==> config.mk <==
export PLATFORM = sky130hd
export DESIGN_NAME = letter_slot_scheduler
export DESIGN_NICKNAME = d
export VERILOG_FILES = /design/src/rtl/letter_game_pkg.sv /design/src/rtl/slot_best_match.sv /design/src/rtl/letter_slot_scheduler.sv
export SDC_FILE = /design/constraint.sdc
export NUM_CORES = 1
export LEC_CHECK = 0
export ABC_AREA = 1
export ABC_CLOCK_PERIOD_IN_PS = 17500
export CORE_ASPECT_RATIO = 1.75
export CORE_MARGIN = 2
export CORE_UTILIZATION = 30
export DETAILED_ROUTE_END_ITERATION = 6
export PLACE_DENSITY = 0.44
export SLEW_MARGIN = 20
export SYNTH_ARGS = -nofsm -noshare
export SYNTH_HDL_FRONTEND = slang
export SYNTH_SLANG_ARGS = --single-unit
==> constraint.sdc <==
create_clock -name clk -period 17.5 [get_ports clk]
set_input_delay 2.625 -clock clk [delete_from_list [all_inputs] [get_ports clk]]
set_output_delay 2.625 -clock clk [all_outputs]
set_load 0.03 [all_outputs]
==> src/rtl/letter_game_pkg.sv <==
// Shared types and constants for the falling-letter typing game.
// Slot record layout and scheduler state codes used across the letter datapath.
package letter_game_pkg;

  localparam logic [1:0] ST_IDLE  = 2'd0;
  localparam logic [1:0] ST_MOVE  = 2'd1;
  localparam logic [1:0] ST_SPAWN = 2'd2;
  localparam logic [1:0] ST_HIT   = 2'd3;

  localparam int ASCII_A      = 65;
  localparam int LETTER_COUNT = 26;
  localparam int COL_PITCH    = 9;

  typedef struct packed {
    logic       active;
    logic [7:0] ch;
    logic [2:0] speed;
    logic [8:0] x;
    logic [9:0] y;
  } slot_t;

endpackage

==> src/rtl/slot_best_match.sv <==
// Running-best update for the key-match scan: keeps the matching active slot
// with the largest x; slots arrive in ascending index, so a strict > keeps ties on the lowest index.
module slot_best_match #(
  parameter int IW = 3
) (
  input  logic          best_found,
  input  logic [8:0]    best_x,
  input  logic [IW-1:0] best_idx,
  input  logic          cand_active,
  input  logic [7:0]    cand_ch,
  input  logic [8:0]    cand_x,
  input  logic [IW-1:0] cand_idx,
  input  logic [7:0]    key_ch,
  output logic          nxt_found,
  output logic [8:0]    nxt_x,
  output logic [IW-1:0] nxt_idx
);

  logic take;

  assign take = cand_active && (cand_ch == key_ch) && (!best_found || (cand_x > best_x));

  always_comb begin
    nxt_found = best_found;
    nxt_x     = best_x;
    nxt_idx   = best_idx;
    if (take) begin
      nxt_found = 1'b1;
      nxt_x     = cand_x;
      nxt_idx   = cand_idx;
    end
  end

endmodule

==> src/rtl/letter_slot_scheduler.sv <==
// Letter slot scheduler: spawns generator letters into free slots, moves them each
// frame, retires bottom hits as misses and matches key presses to score hits.
module letter_slot_scheduler
  import letter_game_pkg::*;
#(
  parameter int         NUM_SLOTS    = 8,
  parameter int         SPAWN_PERIOD = 40,
  parameter logic [8:0] BOTTOM_X     = 9'd470,
  localparam int        IW           = (NUM_SLOTS > 1) ? $clog2(NUM_SLOTS) : 1
) (
  input  logic          clk,
  input  logic          rst,
  input  logic          run,
  input  logic          clear,
  input  logic          frame_tick,
  input  logic [7:0]    gen_ch,
  input  logic [2:0]    gen_speed,
  input  logic [9:0]    gen_y,
  input  logic          key_valid,
  input  logic [7:0]    key_ch,
  input  logic [IW-1:0] rd_idx,
  output logic          rd_active,
  output logic [7:0]    rd_ch,
  output logic [8:0]    rd_x,
  output logic [9:0]    rd_y,
  output logic          hit_pulse,
  output logic          miss_pulse,
  output logic [15:0]   score,
  output logic [7:0]    miss_cnt,
  output logic          busy,
  output logic [1:0]    state_dbg
);

  localparam int SCW = (SPAWN_PERIOD > 1) ? $clog2(SPAWN_PERIOD + 1) : 1;

  slot_t slots_q [NUM_SLOTS];
  slot_t slots_d [NUM_SLOTS];

  logic [1:0]     state_q, state_d;
  logic [IW:0]    step_q, step_d;
  logic [SCW-1:0] spawn_cnt_q, spawn_cnt_d;
  logic           frame_pend_q, frame_pend_d;
  logic           key_pend_q, key_pend_d;
  logic [7:0]     key_ch_q, key_ch_d;
  logic           best_found_q, best_found_d;
  logic [8:0]     best_x_q, best_x_d;
  logic [IW-1:0]  best_idx_q, best_idx_d;
  logic [15:0]    score_q, score_d;
  logic [7:0]     miss_cnt_q, miss_cnt_d;
  logic           hit_q, hit_d;
  logic           miss_q, miss_d;

  logic [IW-1:0]  sel;
  logic [9:0]     x_sum;
  logic           last_slot;
  logic           free_found;
  logic [IW-1:0]  free_idx;
  logic           scan_found;
  logic [8:0]     scan_x;
  logic [IW-1:0]  scan_idx;
  logic           frame_clr;
  logic           key_clr;

  assign sel       = step_q[IW-1:0];
  // 10-bit sum so a letter near the bottom cannot wrap back to the top.
  assign x_sum     = {1'b0, slots_q[sel].x} + {7'b0, slots_q[sel].speed};
  assign last_slot = (sel == IW'(NUM_SLOTS - 1));

  always_comb begin
    free_found = 1'b0;
    free_idx   = '0;
    for (int i = NUM_SLOTS - 1; i >= 0; i--) begin
      if (!slots_q[i].active) begin
        free_found = 1'b1;
        free_idx   = IW'(i);
      end
    end
  end

  slot_best_match #(.IW(IW)) u_best (
    .best_found  (best_found_q),
    .best_x      (best_x_q),
    .best_idx    (best_idx_q),
    .cand_active (slots_q[sel].active),
    .cand_ch     (slots_q[sel].ch),
    .cand_x      (slots_q[sel].x),
    .cand_idx    (sel),
    .key_ch      (key_ch_q),
    .nxt_found   (scan_found),
    .nxt_x       (scan_x),
    .nxt_idx     (scan_idx)
  );

  always_comb begin
    slots_d      = slots_q;
    state_d      = state_q;
    step_d       = step_q;
    spawn_cnt_d  = spawn_cnt_q;
    frame_pend_d = frame_pend_q;
    key_pend_d   = key_pend_q;
    key_ch_d     = key_ch_q;
    best_found_d = best_found_q;
    best_x_d     = best_x_q;
    best_idx_d   = best_idx_q;
    score_d      = score_q;
    miss_cnt_d   = miss_cnt_q;
    hit_d        = 1'b0;
    miss_d       = 1'b0;
    frame_clr    = 1'b0;
    key_clr      = 1'b0;

    if (clear) begin
      for (int i = 0; i < NUM_SLOTS; i++) slots_d[i] = '0;
      state_d      = ST_IDLE;
      step_d       = '0;
      spawn_cnt_d  = '0;
      frame_pend_d = 1'b0;
      key_pend_d   = 1'b0;
      best_found_d = 1'b0;
      score_d      = '0;
      miss_cnt_d   = '0;
    end else begin
      case (state_q)
        ST_IDLE: begin
          if (run && frame_pend_q) begin
            state_d = ST_MOVE;
            step_d  = '0;
          end else if (run && key_pend_q) begin
            state_d      = ST_HIT;
            step_d       = '0;
            best_found_d = 1'b0;
          end
        end
        ST_MOVE: begin
          if (slots_q[sel].active) begin
            if (x_sum >= {1'b0, BOTTOM_X}) begin
              slots_d[sel].active = 1'b0;
              miss_d              = 1'b1;
              miss_cnt_d          = (miss_cnt_q == 8'hFF) ? miss_cnt_q : miss_cnt_q + 8'd1;
            end else begin
              slots_d[sel].x = x_sum[8:0];
            end
          end
          step_d = step_q + 1'b1;
          if (last_slot) begin
            frame_clr = 1'b1;
            step_d    = '0;
            if (spawn_cnt_q == SCW'(SPAWN_PERIOD - 1)) begin
              spawn_cnt_d = '0;
              state_d     = ST_SPAWN;
            end else begin
              spawn_cnt_d = spawn_cnt_q + 1'b1;
              state_d     = ST_IDLE;
            end
          end
        end
        ST_SPAWN: begin
          if (free_found) begin
            slots_d[free_idx].active = 1'b1;
            slots_d[free_idx].ch     = gen_ch;
            slots_d[free_idx].speed  = gen_speed;
            slots_d[free_idx].x      = 9'd0;
            slots_d[free_idx].y      = gen_y;
          end
          state_d = ST_IDLE;
        end
        ST_HIT: begin
          // step == NUM_SLOTS is the resolve cycle after the last slot was scanned.
          if (step_q == (IW+1)'(NUM_SLOTS)) begin
            if (best_found_q) begin
              slots_d[best_idx_q].active = 1'b0;
              hit_d                      = 1'b1;
              score_d                    = (score_q == 16'hFFFF) ? score_q : score_q + 16'd1;
            end
            key_clr = 1'b1;
            step_d  = '0;
            state_d = ST_IDLE;
          end else begin
            best_found_d = scan_found;
            best_x_d     = scan_x;
            best_idx_d   = scan_idx;
            step_d       = step_q + 1'b1;
          end
        end
        default: state_d = ST_IDLE;
      endcase

      // A flag already set swallows a repeat event; clearing wins over a same-cycle repeat.
      if (frame_clr) frame_pend_d = 1'b0;
      else if (run && frame_tick) frame_pend_d = 1'b1;

      if (key_clr) begin
        key_pend_d = 1'b0;
      end else if (run && key_valid && !key_pend_q) begin
        key_pend_d = 1'b1;
        key_ch_d   = key_ch;
      end
    end
  end

  always_ff @(posedge clk or posedge rst) begin
    if (rst) begin
      for (int i = 0; i < NUM_SLOTS; i++) slots_q[i] <= '0;
      state_q      <= ST_IDLE;
      step_q       <= '0;
      spawn_cnt_q  <= '0;
      frame_pend_q <= 1'b0;
      key_pend_q   <= 1'b0;
      key_ch_q     <= '0;
      best_found_q <= 1'b0;
      best_x_q     <= '0;
      best_idx_q   <= '0;
      score_q      <= '0;
      miss_cnt_q   <= '0;
      hit_q        <= 1'b0;
      miss_q       <= 1'b0;
    end else begin
      slots_q      <= slots_d;
      state_q      <= state_d;
      step_q       <= step_d;
      spawn_cnt_q  <= spawn_cnt_d;
      frame_pend_q <= frame_pend_d;
      key_pend_q   <= key_pend_d;
      key_ch_q     <= key_ch_d;
      best_found_q <= best_found_d;
      best_x_q     <= best_x_d;
      best_idx_q   <= best_idx_d;
      score_q      <= score_d;
      miss_cnt_q   <= miss_cnt_d;
      hit_q        <= hit_d;
      miss_q       <= miss_d;
    end
  end

  assign rd_active  = slots_q[rd_idx].active;
  assign rd_ch      = slots_q[rd_idx].ch;
  assign rd_x       = slots_q[rd_idx].x;
  assign rd_y       = slots_q[rd_idx].y;
  assign hit_pulse  = hit_q;
  assign miss_pulse = miss_q;
  assign score      = score_q;
  assign miss_cnt   = miss_cnt_q;
  assign busy       = (state_q != ST_IDLE);
  assign state_dbg  = state_q;

endmodule

==> flow_summary.toml <==
[timing]
finClkSkew_ns = 0.0325
rsz0062_at_grt = "no"
worst_pin_slew_ns = 1.10
relSlewSlack_pct = 26.8
fmax_mhz = 123
finalCriticalPeriod_ns = 8.14
hold_viol = 0
period_share_pct = 46.5
slew_viol_final = 0
hold_ws_ns = 0.479
setup_viol = 0
setup_tns_ns = 0

[global_route]
overflow = 0
grt_pass1_wl_um = 138000
grt_pass1_vias = 21400
grt_usage_pct = 25.1
antenna_found_initial = 5
grt_max_degree = 169

[synthesis]
async_flop_share_pct = 100
synth.cell_area_mm2 = 0.0211
syn_area_per_cell_um2 = 6.84
synth_nets = 3140
synth_xor_area_share_pct = 0.333
synth-simple-area-share_pct = 20.3
ys_ff_latch = 309
yosysWarningCount = 0
synth_fa_ha_area_share_pct = 1.40
yosysUniqueCellTypes = 52
synth-seq-area-share_pct = 36.7
synth-compound-area-share_pct = 29.6
syn_inst = 3079
yosys_most_used_dff = "dfrtp_1"
synth_top_family_by_area = "compound AO/OA/AOI/OAI gates"
synth_enable_flop_cells = 0
muxShareOfSynthArea_pct = 0.160

[critical_path]
ff2ff_setup_slack_ns = 9.78
startpoint = "rd_idx[1]"
required_ns = 14.88
cp_slowest_stage_delay_ns = 0.78
crit_path_frequent_cell = "buf_4"
r2r_cells = 21
start_kind = "primary input"
cpMaxStageDelayCell = "clkdlybuf4s50_1"
cp-end-kind = "output pin"
worstSetupEndpoint = "rd_ch[3]"
critPathMaxFanout = 54
crit_type = "in -> out"
reg2reg_from = "step_q[1]"
worst_ep_arrival_time_ns = 5.52
rr_endpoint = "slots_q[227]"
path_cells = "buf_2 -> buf_4 -> inv_2 -> buf_4 -> a21oi_1 -> a221oi_1 -> a31oi_1 -> clkdlybuf4s50_1"

[placement]
hpwl_um = 60100
gp_congestion = 0.916
io_buffers = 94

[die]
fp-row-count = 128
dieWidth_um = 204
core_area_mm2 = 0.0695
pin_count = 95
initial_utilization_pct = 30.3
die_area_mm2 = 0.0724
die_h_um = 354

[detailed_routing]
drc_errors = 0
drt_pass1_iterations = 5
routed_via_density = 5.57
wirelength_um = 91800
avgRoutedWirePerCell_um = 23.1
drt-initial-drc-count = 1916
ant_nets = 0
via_count = 22200

[clocking]
cts_setup_buffers = 0
postCtsHoldBufs = 0
clk_latency_ns = 0.60
cts_buffers = 39
cts.htree.levels = 2
tritoncts = "yes"
clk_path_buf_depth = 3
post_cts_resized = 0
path_clk_slew_ns = 0.06
cts_root_buf = "clkbuf_16"
cts.sinks = 309

[power]
powerDensity_mw_per_mm2 = 123
p_leak_uw = 0.00961
vdd_ir_drop_max_uv = 102
total_power_uw = 2930

[final_layout]
fill_cells = 7553
area_delta_synth_final_pct = 13.3
nNetsFinal = 3104
drive_above_1_share_pct = 5.54
diodes = 0

[run_status]
status = "completed"

[run]
drv_cap = 0

[min_path]
hp-class = "reg -> reg"
-- cells in the mapped netlist, types with 49 or more instances --
cell type	number	area, µm²
o21ai_0	452	2260
o21ai_1	49	245
nand3_1	114	571
nand2_1	707	2650
dfrtp_1	309	7730
inv_1	378	1420
clkbuf_1	125	469
nor2_1	110	413
o22ai_1	120	751
a22oi_1	90	676
buf_2	50	250
a21oi_1	300	1500
-- stage by stage --
| step | setup slack [ns] | instances | utilization, % | cell area, µm² |
|---|---|---|---|---|
| after global routing | 9.30 | 3980 | 34.3 | 23900 |
| after CTS | 9.46 | 3980 | 34.3 | 23900 |
| after detailed placement | 9.47 | 3912 | 32.4 | 22500 |
| final | 9.36 | 3980 | 34.3 | 23900 |
| after floorplan | 6.33 | 3079 | - | 21100 |
| after global placement | 9.49 | 3911 | 32.4 | 22500 |
-- sequential cells by signal, indices dropped and copies added, names as in the netlist --
name,count
slots_q,248
score,16
best_x_q,9
key_ch_q,8
miss_cnt,8
spawn_cnt_q,6
step_q,4
best_idx_q,3
state_dbg,2
best_found_q,1
frame_pend_q,1
hit_pulse,1
key_pend_q,1
miss_pulse,1
-- routing by layer --
metal  vias up  GRT usage, %  share of wire (%)
met5         -             0              0.026
li1      10400             -                  -
met4         4          15.0                6.6
met2       848          44.6                 51
met3       236          3.07                5.0
met1     10700          28.5                 38
-- report_power, final --
part / switching [µW] / internal, µW / total, µW
clock: 361 / 504 / 865
sequential: 84.8 / 780 / 865
combinational: 934 / 269 / 1200
-- placed cells by master, fill, tap and decap left out, types with 11 or more instances in the layout --
cell             count
o31ai_1             17
nor2_1             109
inv_2               16
inv_1              370
a22oi_1             90
clkbuf_16           40
nor3_1              11
a21oi_1            300
ha_1                21
nand4_1             34
nand2_1            703
buf_4               39
a221oi_1            30
dfrtp_1            309
nand2_2             17
clkdlybuf4s50_1     91
o21ai_1             49
nand3_1            114
o21ai_0            452
a31oi_1             32
o22ai_1            120
-- kinds of logic after synthesis --
logic type / Yosys count
compound gates: 1112
fa+ha+maj: 23
xor+xnor: 8
flops: 309
buf+inv: 606
simple gates: 1018
mux: 3
-- layout make-up --
type	instances	area [µm²]	area share, %
Multi-Input combinational cell	2164	10900	45.8
Clock inverter	16	205	0.860
Inverter	393	1490	6.26
Tap cell	910	1140	4.77
Timing Repair Buffer	136	1260	5.29
Clock buffer	52	1110	4.64
Sequential cell	309	7730	32.4
-- worst max-delay path: cells and delay by family --
kind | cells | cell delay [ns]
compound gates | 3 | 0.77
buf+inv | 5 | 2.08
-- how the worst min path moves through the flow --
stage	startpoint	to	slack [ns]	cells past startpoint
floorplan	slots_q[110]	slots_q[110]	0.44	2
global placement	slots_q[110]	slots_q[110]	0.46	2
detailed placement	slots_q[110]	slots_q[110]	0.46	2
CTS	slots_q[110]	slots_q[110]	0.48	2
global route	slots_q[234]	slots_q[234]	0.51	2
finish	slots_q[110]	slots_q[110]	0.48	2
Note: power is estimated with default switching activity, not from simulation.
